===== src/rtl/circuito_jogo_param_pkg.sv =====
// jogo_pkg: FSM state codes shown on db_estado and a helper for counter/address widths
package jogo_pkg;
  typedef enum logic [3:0] {
    INICIAL       = 4'd0,
    PREPARA       = 4'd1,
    ESPERA_JOGADA = 4'd2,
    COMPARA       = 4'd4,
    PROX_JOGADA   = 4'd5,
    ESPERA_NOVA   = 4'd6,
    ESCREVE       = 4'd7,
    PROX_RODADA   = 4'd8,
    FIM_GANHOU    = 4'd10,
    FIM_TIMEOUT   = 4'd13,
    FIM_PERDEU    = 4'd14
  } estado_t;
  function automatic int largura(input int n);
    return (n > 1) ? $clog2(n) : 1;
  endfunction
endpackage


===== src/rtl/circuito_jogo_param_if.sv =====
// circuito_jogo_param_if: game I/O bundle (jogar, modo_timeout, botoes in; leds, pronto/ganhou/perdeu and db_* out)
interface circuito_jogo_param_if #(
  parameter int N_BOTOES = 4,
  parameter int AW = 5
);
  logic                jogar;
  logic                modo_timeout;
  logic [N_BOTOES-1:0] botoes;
  logic [N_BOTOES-1:0] leds;
  logic                pronto;
  logic                ganhou;
  logic                perdeu;
  logic                db_timeout;
  logic                db_igual;
  logic [3:0]          db_estado;
  logic [AW-1:0]       db_rodada;
  logic [AW-1:0]       db_contagem;
  logic                db_jogada;
  modport master (
    output jogar, modo_timeout, botoes,
    input  leds, pronto, ganhou, perdeu, db_timeout, db_igual, db_estado, db_rodada, db_contagem, db_jogada
  );
  modport slave (
    input  jogar, modo_timeout, botoes,
    output leds, pronto, ganhou, perdeu, db_timeout, db_igual, db_estado, db_rodada, db_contagem, db_jogada
  );
endinterface


===== src/rtl/circuito_jogo_param_memoria.sv =====
// memoria_jogadas: play storage (clock, we, addr_w, dado_w sync write; addr_r -> dado_r async read)
module memoria_jogadas #(
  parameter int N_BOTOES = 4,
  parameter int MAX_RODADAS = 16,
  parameter int MW = 4
) (
  input  logic                clock,
  input  logic                we,
  input  logic [MW-1:0]       addr_w,
  input  logic [MW-1:0]       addr_r,
  input  logic [N_BOTOES-1:0] dado_w,
  output logic [N_BOTOES-1:0] dado_r
);
  logic [N_BOTOES-1:0] mem [MAX_RODADAS];
  always_ff @(posedge clock) if (we) mem[addr_w] <= dado_w;
  assign dado_r = mem[addr_r];
endmodule


===== src/rtl/circuito_jogo_param.sv =====
// circuito_jogo_param: memory game top (clock, active-low sync reset, io slave: buttons/jogar/modo_timeout in, leds/status/debug out)
module circuito_jogo_param
  import jogo_pkg::*;
#(
  parameter int N_BOTOES = 4,
  parameter int MAX_RODADAS = 16,
  parameter int TIMEOUT_CICLOS = 3000,
  parameter int AW = largura(MAX_RODADAS + 1)
) (
  input logic clock,
  input logic reset,
  circuito_jogo_param_if.slave io
);
  localparam int MW = largura(MAX_RODADAS);
  localparam int TW = largura(TIMEOUT_CICLOS);
  estado_t             estado, prox;
  logic [AW-1:0]       rodada, contagem;
  logic [TW-1:0]       timer;
  logic [N_BOTOES-1:0] reg_jogada, mem_q;
  logic                botoes_q, jogada, espera, estouro, igual, ultima;
  logic                pronto, ganhou, perdeu, db_timeout;
  assign jogada  = (|io.botoes) & ~botoes_q;
  assign espera  = estado == ESPERA_JOGADA || estado == ESPERA_NOVA;
  assign estouro = io.modo_timeout && timer == TW'(TIMEOUT_CICLOS - 1) && !jogada;
  assign igual   = reg_jogada == mem_q;
  assign ultima  = contagem + 1'b1 == rodada;
  memoria_jogadas #(.N_BOTOES(N_BOTOES), .MAX_RODADAS(MAX_RODADAS), .MW(MW)) u_mem (
    .clock (clock),
    .we    (estado == ESCREVE),
    .addr_w(rodada[MW-1:0]),
    .addr_r(contagem[MW-1:0]),
    .dado_w(reg_jogada),
    .dado_r(mem_q)
  );
  always_comb begin
    prox = estado;
    case (estado)
      INICIAL:       prox = io.jogar ? PREPARA : INICIAL;
      PREPARA:       prox = ESPERA_NOVA;
      ESPERA_JOGADA: prox = jogada ? COMPARA : estouro ? FIM_TIMEOUT : ESPERA_JOGADA;
      COMPARA:       prox = !igual ? FIM_PERDEU : !ultima ? PROX_JOGADA :
                            rodada == AW'(MAX_RODADAS) ? FIM_GANHOU : ESPERA_NOVA;
      PROX_JOGADA:   prox = ESPERA_JOGADA;
      ESPERA_NOVA:   prox = jogada ? ESCREVE : estouro ? FIM_TIMEOUT : ESPERA_NOVA;
      ESCREVE:       prox = PROX_RODADA;
      PROX_RODADA:   prox = ESPERA_JOGADA;
      FIM_GANHOU, FIM_PERDEU, FIM_TIMEOUT: prox = io.jogar ? PREPARA : estado;
      default:       prox = INICIAL;
    endcase
  end
  always_ff @(posedge clock) begin
    if (!reset) begin
      estado     <= INICIAL;
      rodada     <= '0;
      contagem   <= '0;
      timer      <= '0;
      reg_jogada <= '0;
      botoes_q   <= 1'b0;
      pronto     <= 1'b0;
      ganhou     <= 1'b0;
      perdeu     <= 1'b0;
      db_timeout <= 1'b0;
    end else begin
      estado     <= prox;
      botoes_q   <= |io.botoes;
      pronto     <= prox inside {FIM_GANHOU, FIM_PERDEU, FIM_TIMEOUT};
      ganhou     <= prox == FIM_GANHOU;
      perdeu     <= prox == FIM_PERDEU || prox == FIM_TIMEOUT;
      db_timeout <= prox == FIM_TIMEOUT;
      // timer is zero on entry to a wait state and saturates at the last count
      timer      <= !espera ? '0 : timer == TW'(TIMEOUT_CICLOS - 1) ? timer : timer + 1'b1;
      if (estado == PREPARA) begin
        rodada     <= '0;
        contagem   <= '0;
        reg_jogada <= '0;
      end
      if (espera && jogada) reg_jogada <= io.botoes;
      if (estado == PROX_JOGADA) contagem <= contagem + 1'b1;
      if (estado == PROX_RODADA) begin
        rodada   <= rodada + 1'b1;
        contagem <= '0;
      end
    end
  end
  assign io.leds        = reg_jogada;
  assign io.pronto      = pronto;
  assign io.ganhou      = ganhou;
  assign io.perdeu      = perdeu;
  assign io.db_timeout  = db_timeout;
  // only positions already written this game are meaningful
  assign io.db_igual    = contagem < rodada && igual;
  assign io.db_estado   = estado;
  assign io.db_rodada   = rodada;
  assign io.db_contagem = contagem;
  assign io.db_jogada   = jogada;
endmodule


===== src/flat_wrapper.sv =====
// flat-port wrapper written by rule: the top's interface ports become plain ports
module circuito_jogo_param_flat import jogo_pkg::*;
#(
  parameter int N_BOTOES = 4,
  parameter int MAX_RODADAS = 16,
  parameter int TIMEOUT_CICLOS = 3000,
  parameter int AW = largura(MAX_RODADAS + 1)
)
  (clock, reset, io_jogar, io_modo_timeout, io_botoes, io_leds, io_pronto, io_ganhou, io_perdeu, io_db_timeout, io_db_igual, io_db_estado, io_db_rodada, io_db_contagem, io_db_jogada);
  circuito_jogo_param_if #(.N_BOTOES(N_BOTOES), .AW(AW)) io_i ();
  input logic clock;
  input logic reset;
  input wire logic [$bits(io_i.jogar)-1:0] io_jogar;
  input wire logic [$bits(io_i.modo_timeout)-1:0] io_modo_timeout;
  input wire logic [$bits(io_i.botoes)-1:0] io_botoes;
  output wire logic [$bits(io_i.leds)-1:0] io_leds;
  output wire logic [$bits(io_i.pronto)-1:0] io_pronto;
  output wire logic [$bits(io_i.ganhou)-1:0] io_ganhou;
  output wire logic [$bits(io_i.perdeu)-1:0] io_perdeu;
  output wire logic [$bits(io_i.db_timeout)-1:0] io_db_timeout;
  output wire logic [$bits(io_i.db_igual)-1:0] io_db_igual;
  output wire logic [$bits(io_i.db_estado)-1:0] io_db_estado;
  output wire logic [$bits(io_i.db_rodada)-1:0] io_db_rodada;
  output wire logic [$bits(io_i.db_contagem)-1:0] io_db_contagem;
  output wire logic [$bits(io_i.db_jogada)-1:0] io_db_jogada;
  assign io_i.jogar = io_jogar;
  assign io_i.modo_timeout = io_modo_timeout;
  assign io_i.botoes = io_botoes;
  assign io_leds = io_i.leds;
  assign io_pronto = io_i.pronto;
  assign io_ganhou = io_i.ganhou;
  assign io_perdeu = io_i.perdeu;
  assign io_db_timeout = io_i.db_timeout;
  assign io_db_igual = io_i.db_igual;
  assign io_db_estado = io_i.db_estado;
  assign io_db_rodada = io_i.db_rodada;
  assign io_db_contagem = io_i.db_contagem;
  assign io_db_jogada = io_i.db_jogada;
  circuito_jogo_param #(.N_BOTOES(N_BOTOES), .MAX_RODADAS(MAX_RODADAS), .TIMEOUT_CICLOS(TIMEOUT_CICLOS), .AW(AW)) u_core (.clock(clock), .reset(reset), .io(io_i));
endmodule

===== config.mk =====
export PLATFORM = sky130hd
export DESIGN_NAME = circuito_jogo_param_flat
export DESIGN_NICKNAME = d
export VERILOG_FILES = /design/src/rtl/circuito_jogo_param_pkg.sv /design/src/rtl/circuito_jogo_param_if.sv /design/src/rtl/circuito_jogo_param_memoria.sv /design/src/rtl/circuito_jogo_param.sv /design/src/flat_wrapper.sv
export SDC_FILE = /design/constraint.sdc
export NUM_CORES = 1
export LEC_CHECK = 0
export ABC_AREA = 1
export CAP_MARGIN = 20
export CORE_UTILIZATION = 58
export DETAILED_ROUTE_END_ITERATION = 8
export MAX_ROUTING_LAYER = met4
export PLACE_DENSITY = 0.78
export SLEW_MARGIN = 20
export SYNTH_ARGS = -nofsm -noshare
export SYNTH_HDL_FRONTEND = slang
export SYNTH_SLANG_ARGS = --single-unit

===== constraint.sdc =====
create_clock -name clock -period 2.14 [get_ports clock]
set_input_delay 0.428 -clock clock [delete_from_list [all_inputs] [get_ports clock]]
set_output_delay 0.428 -clock clock [all_outputs]
set_load 0.05 [all_outputs]

==> flow_metrics.tcl <==
set metrics [dict create \
    power.density_mw_per_mm2 775.4 \
    grt_pass1_wl_mm 17.46 \
    cts_htree_levels 3 \
    max_slew.worst_pin.slew_ns 0.5152 \
    reg2reg_depth 22 \
    drv_cap 0 \
    antenna_cells 0 \
    hold_ws_ns 0.4692 \
    cts.sinks 103 \
    crit_chain "buf_12, buf_6, nand2_1, nand3_1, nand3_1, nand3_2, nand2_1, nand2_1, nand2_1, nand2_2, inv_2, nand2_4, nor3_4, buf_12" \
    grt_antenna_before_repair 0 \
    track_usage_pct 27.43 \
    clock.fmax_mhz 384.3 \
    die_h_um 93.73 \
    r2r_end "u_core.io.pronto$_SDFF_PN0_" \
    synth_top_area_share_pct 39.38 \
    dp_hpwl_mm 8.048 \
    cp-start-kind "flop" \
    layout-drive-gt1-share_pct 15.98 \
    hp-class "reg -> reg" \
    synth_area_mm2 0.004880 \
    syn_area_per_cell_um2 8.428 \
    critical_path_class "reg -> out" \
    synth_area_leader_cell "edfxtp_1" \
    status "complete, but fails checks" \
    r2r_slack_ns -0.37 \
    tritoncts "yes" \
    cp.depth 14 \
    leakagePower_nw 2.478 \
    ys_top_cells_by_count "160 x nand2_1, 89 x inv_1, 64 x edfxtp_1" \
    cts_made_buffers 9 \
    synth.net_count 598 \
    grt_pass1_vias 3647 \
    critPathTopFamily "simple AND/OR/NAND/NOR gates" \
    cpMaxStageDelayCell "dfxtp_4" \
    crit_path_end_kind "output pin" \
    initial_core_util_pct 59.69 \
    io_buffers 31 \
    final.fill_count 602 \
    synth.most_common_cell "nand2_1" \
    async_flop_share_pct 0 \
    synth.ff_latch_count 103 \
    crit_top_cell "nand2_1" \
    skew_ns 0.01104 \
    via_count 4158 \
    critPathMaxFanout 11 \
    critPathMaxStageDelay_ns 0.37 \
    worst-path-buf-inv 4 \
    wirelength_mm 11.98 \
    yosysWarnings 0 \
    die_w_um 93.73 \
    initialDrtViolationCount 361 \
    clockBufferDepth 2 \
    setup_violations 6 \
    synthDistinctLibCells 29 \
    rsz0062_at_grt "true" \
    syn_to_final_growth_pct 21.77 \
    postSynth.topFlopCell "edfxtp_1" \
    wl_per_cell_um 15.85 \
    maxSlewViolCount 0 \
    antenna_left 0 \
    viasPerCell 5.500 \
    violations "setup timing" \
    fin_crit_ns 2.602 \
    grt_max_degree 33 \
    syn_inst 579 \
    core_mm2 0.008175 \
    relSlewSlack_pct 65.54 \
    hold_viol_final 0 \
    period_share_pct 121.6 \
    hold_buffers 0 \
    fin_ws_ns -0.4623 \
    io_pins 32 \
    clk-insertion-delay-late_ns 0.37 \
    gp_congestion 0.9112 \
    cts.clk_slew.worst_paths_ns 0.10 \
    crit_end "io_db_igual" \
    drc 0 \
    cp.required_ns 1.71 \
    synth_edf_count 64 \
    row_count 33 \
    grt.overflow.total 0 \
    worstPathArrival_ns 2.17 \
    ys_top_cells_by_area "edfxtp_1 39%, dfxtp_1 16%, nand2_1 12%" \
    layout.nets 665 \
    cts_root_buf "clkbuf_8" \
    seq_area_frac_synth_pct 55.38 \
    setup_tns_ns -2.090 \
    dr.pass1.iters 6 \
    dieArea_mm2 0.008784 \
    peakVddDrop_uv 829.9 \
]
[worst min-delay path by stage]
stage	cells past startpoint	from	to
floorplan	2	u_core.timer[11]$_SDFFE_PN0P_	u_core.timer[11]$_SDFFE_PN0P_
global placement	2	u_core.timer[11]$_SDFFE_PN0P_	u_core.timer[11]$_SDFFE_PN0P_
detailed placement	2	u_core.timer[11]$_SDFFE_PN0P_	u_core.timer[11]$_SDFFE_PN0P_
CTS	2	u_core.timer[11]$_SDFFE_PN0P_	u_core.timer[11]$_SDFFE_PN0P_
global route	2	u_core.timer[11]$_SDFFE_PN0P_	u_core.timer[11]$_SDFFE_PN0P_
finish	2	u_core.timer[11]$_SDFFE_PN0P_	u_core.timer[11]$_SDFFE_PN0P_
[tightest hold or removal path: cells and delay by family (launching register included)]
kind | cells | cell delay [ns]
AO/OA/AOI/OAI | 1 | 0.05
flip-flops | 1 | 0.32
AND/OR/NAND/NOR | 1 | 0.06
[cell families (layout without fill, tap and decap cells)]
family | after synthesis | after routing | synth area share, %
DFF | 103 | 103 | 55.38
xor gates and xnor gates | 7 | 7 | 1.256
and+or+nand+nor | 309 | 309 | 26.26
adders and majority gates | 11 | 11 | 2.820
buffers and inverters | 104 | 176 | 9.179
AOI/OAI and AO/OA | 45 | 45 | 5.102
[registers in the layout, indices dropped and copies added (netlist names), named ones only]
signal,flops
u_core.u_mem.mem,64
u_core.botoes_q,1
u_core.io.db_contagem,5
u_core.io.pronto,1
u_core.io.perdeu,1
u_core.io.ganhou,1
u_core.io.db_rodada,5
u_core.io.db_estado,4
u_core.io.leds,4
u_core.timer,12
u_core.io.db_timeout,1
[power breakdown]
| group | switching (mW) | total, mW | internal, mW |
|---|---|---|---|
| clock network | 0.669 | 1.16 | 0.496 |
| logic | 0.798 | 1.21 | 0.408 |
| registers | 0.0559 | 2.24 | 2.18 |
[repair_timing]
item                       in CTS  in global routing
buffers inserted                0                  7
pin swaps                       0                  7
setup endpoints to repair       6                 10
cloned                          0                  3
gates resized for setup         5                 55
[area by class of cell]
cell class | count | area [µm²] | area share, %
Tap cell | 105 | 131.4 | 2.211
Timing Repair Buffer | 67 | 629.4 | 10.59
Multi-Input combinational cell | 372 | 1912 | 32.18
Sequential cell | 103 | 2718 | 45.74
Inverter | 92 | 357.8 | 6.022
Clock inverter | 4 | 26.28 | 0.4422
Clock buffer | 12 | 156.4 | 2.632
Timing Repair inverter | 1 | 11.26 | 0.1895
[cells in the final DEF (no fill, tap or decap), types with 8 or more instances in the layout]
master,n
a21oi_1,26
nand2_1,153
nand3_2,16
clkdlybuf4s50_1,23
inv_1,89
nor2_1,60
nand3_1,46
o21ai_0,8
buf_4,32
ha_1,11
dfxtp_1,29
nor3_1,15
clkbuf_8,9
edfxtp_1,64
dfxtp_2,9
[stage by stage]
stage                     std cells  power [mW]  utilization [%]  cell area (µm²)  setup slack [ns]
final                           756       4.607            72.68             5942           -0.4623
after global routing            756       4.786            72.68             5942           -0.5493
after CTS                       746       4.453            68.98             5639           -0.3948
after detailed placement        730       3.327            66.56             5441           -0.2740
after global placement          730       3.309            66.56             5441           -0.2058
after floorplan                 579       2.984                -             4900           0.01319
[per-layer routing]
layer  wire length (µm)  global-route usage [%]  share of wire [%]  vias to the layer above
li1                   -                       -                  -                     1987
met1               4934                   34.73                 41                     1921
met2               5799                   43.43                 48                      209
met3                862                   5.906                7.2                       41
met4                388                   10.38                3.2                        0
met5                  0                       -                  0                        -
Power figures use the tool's default switching activity.
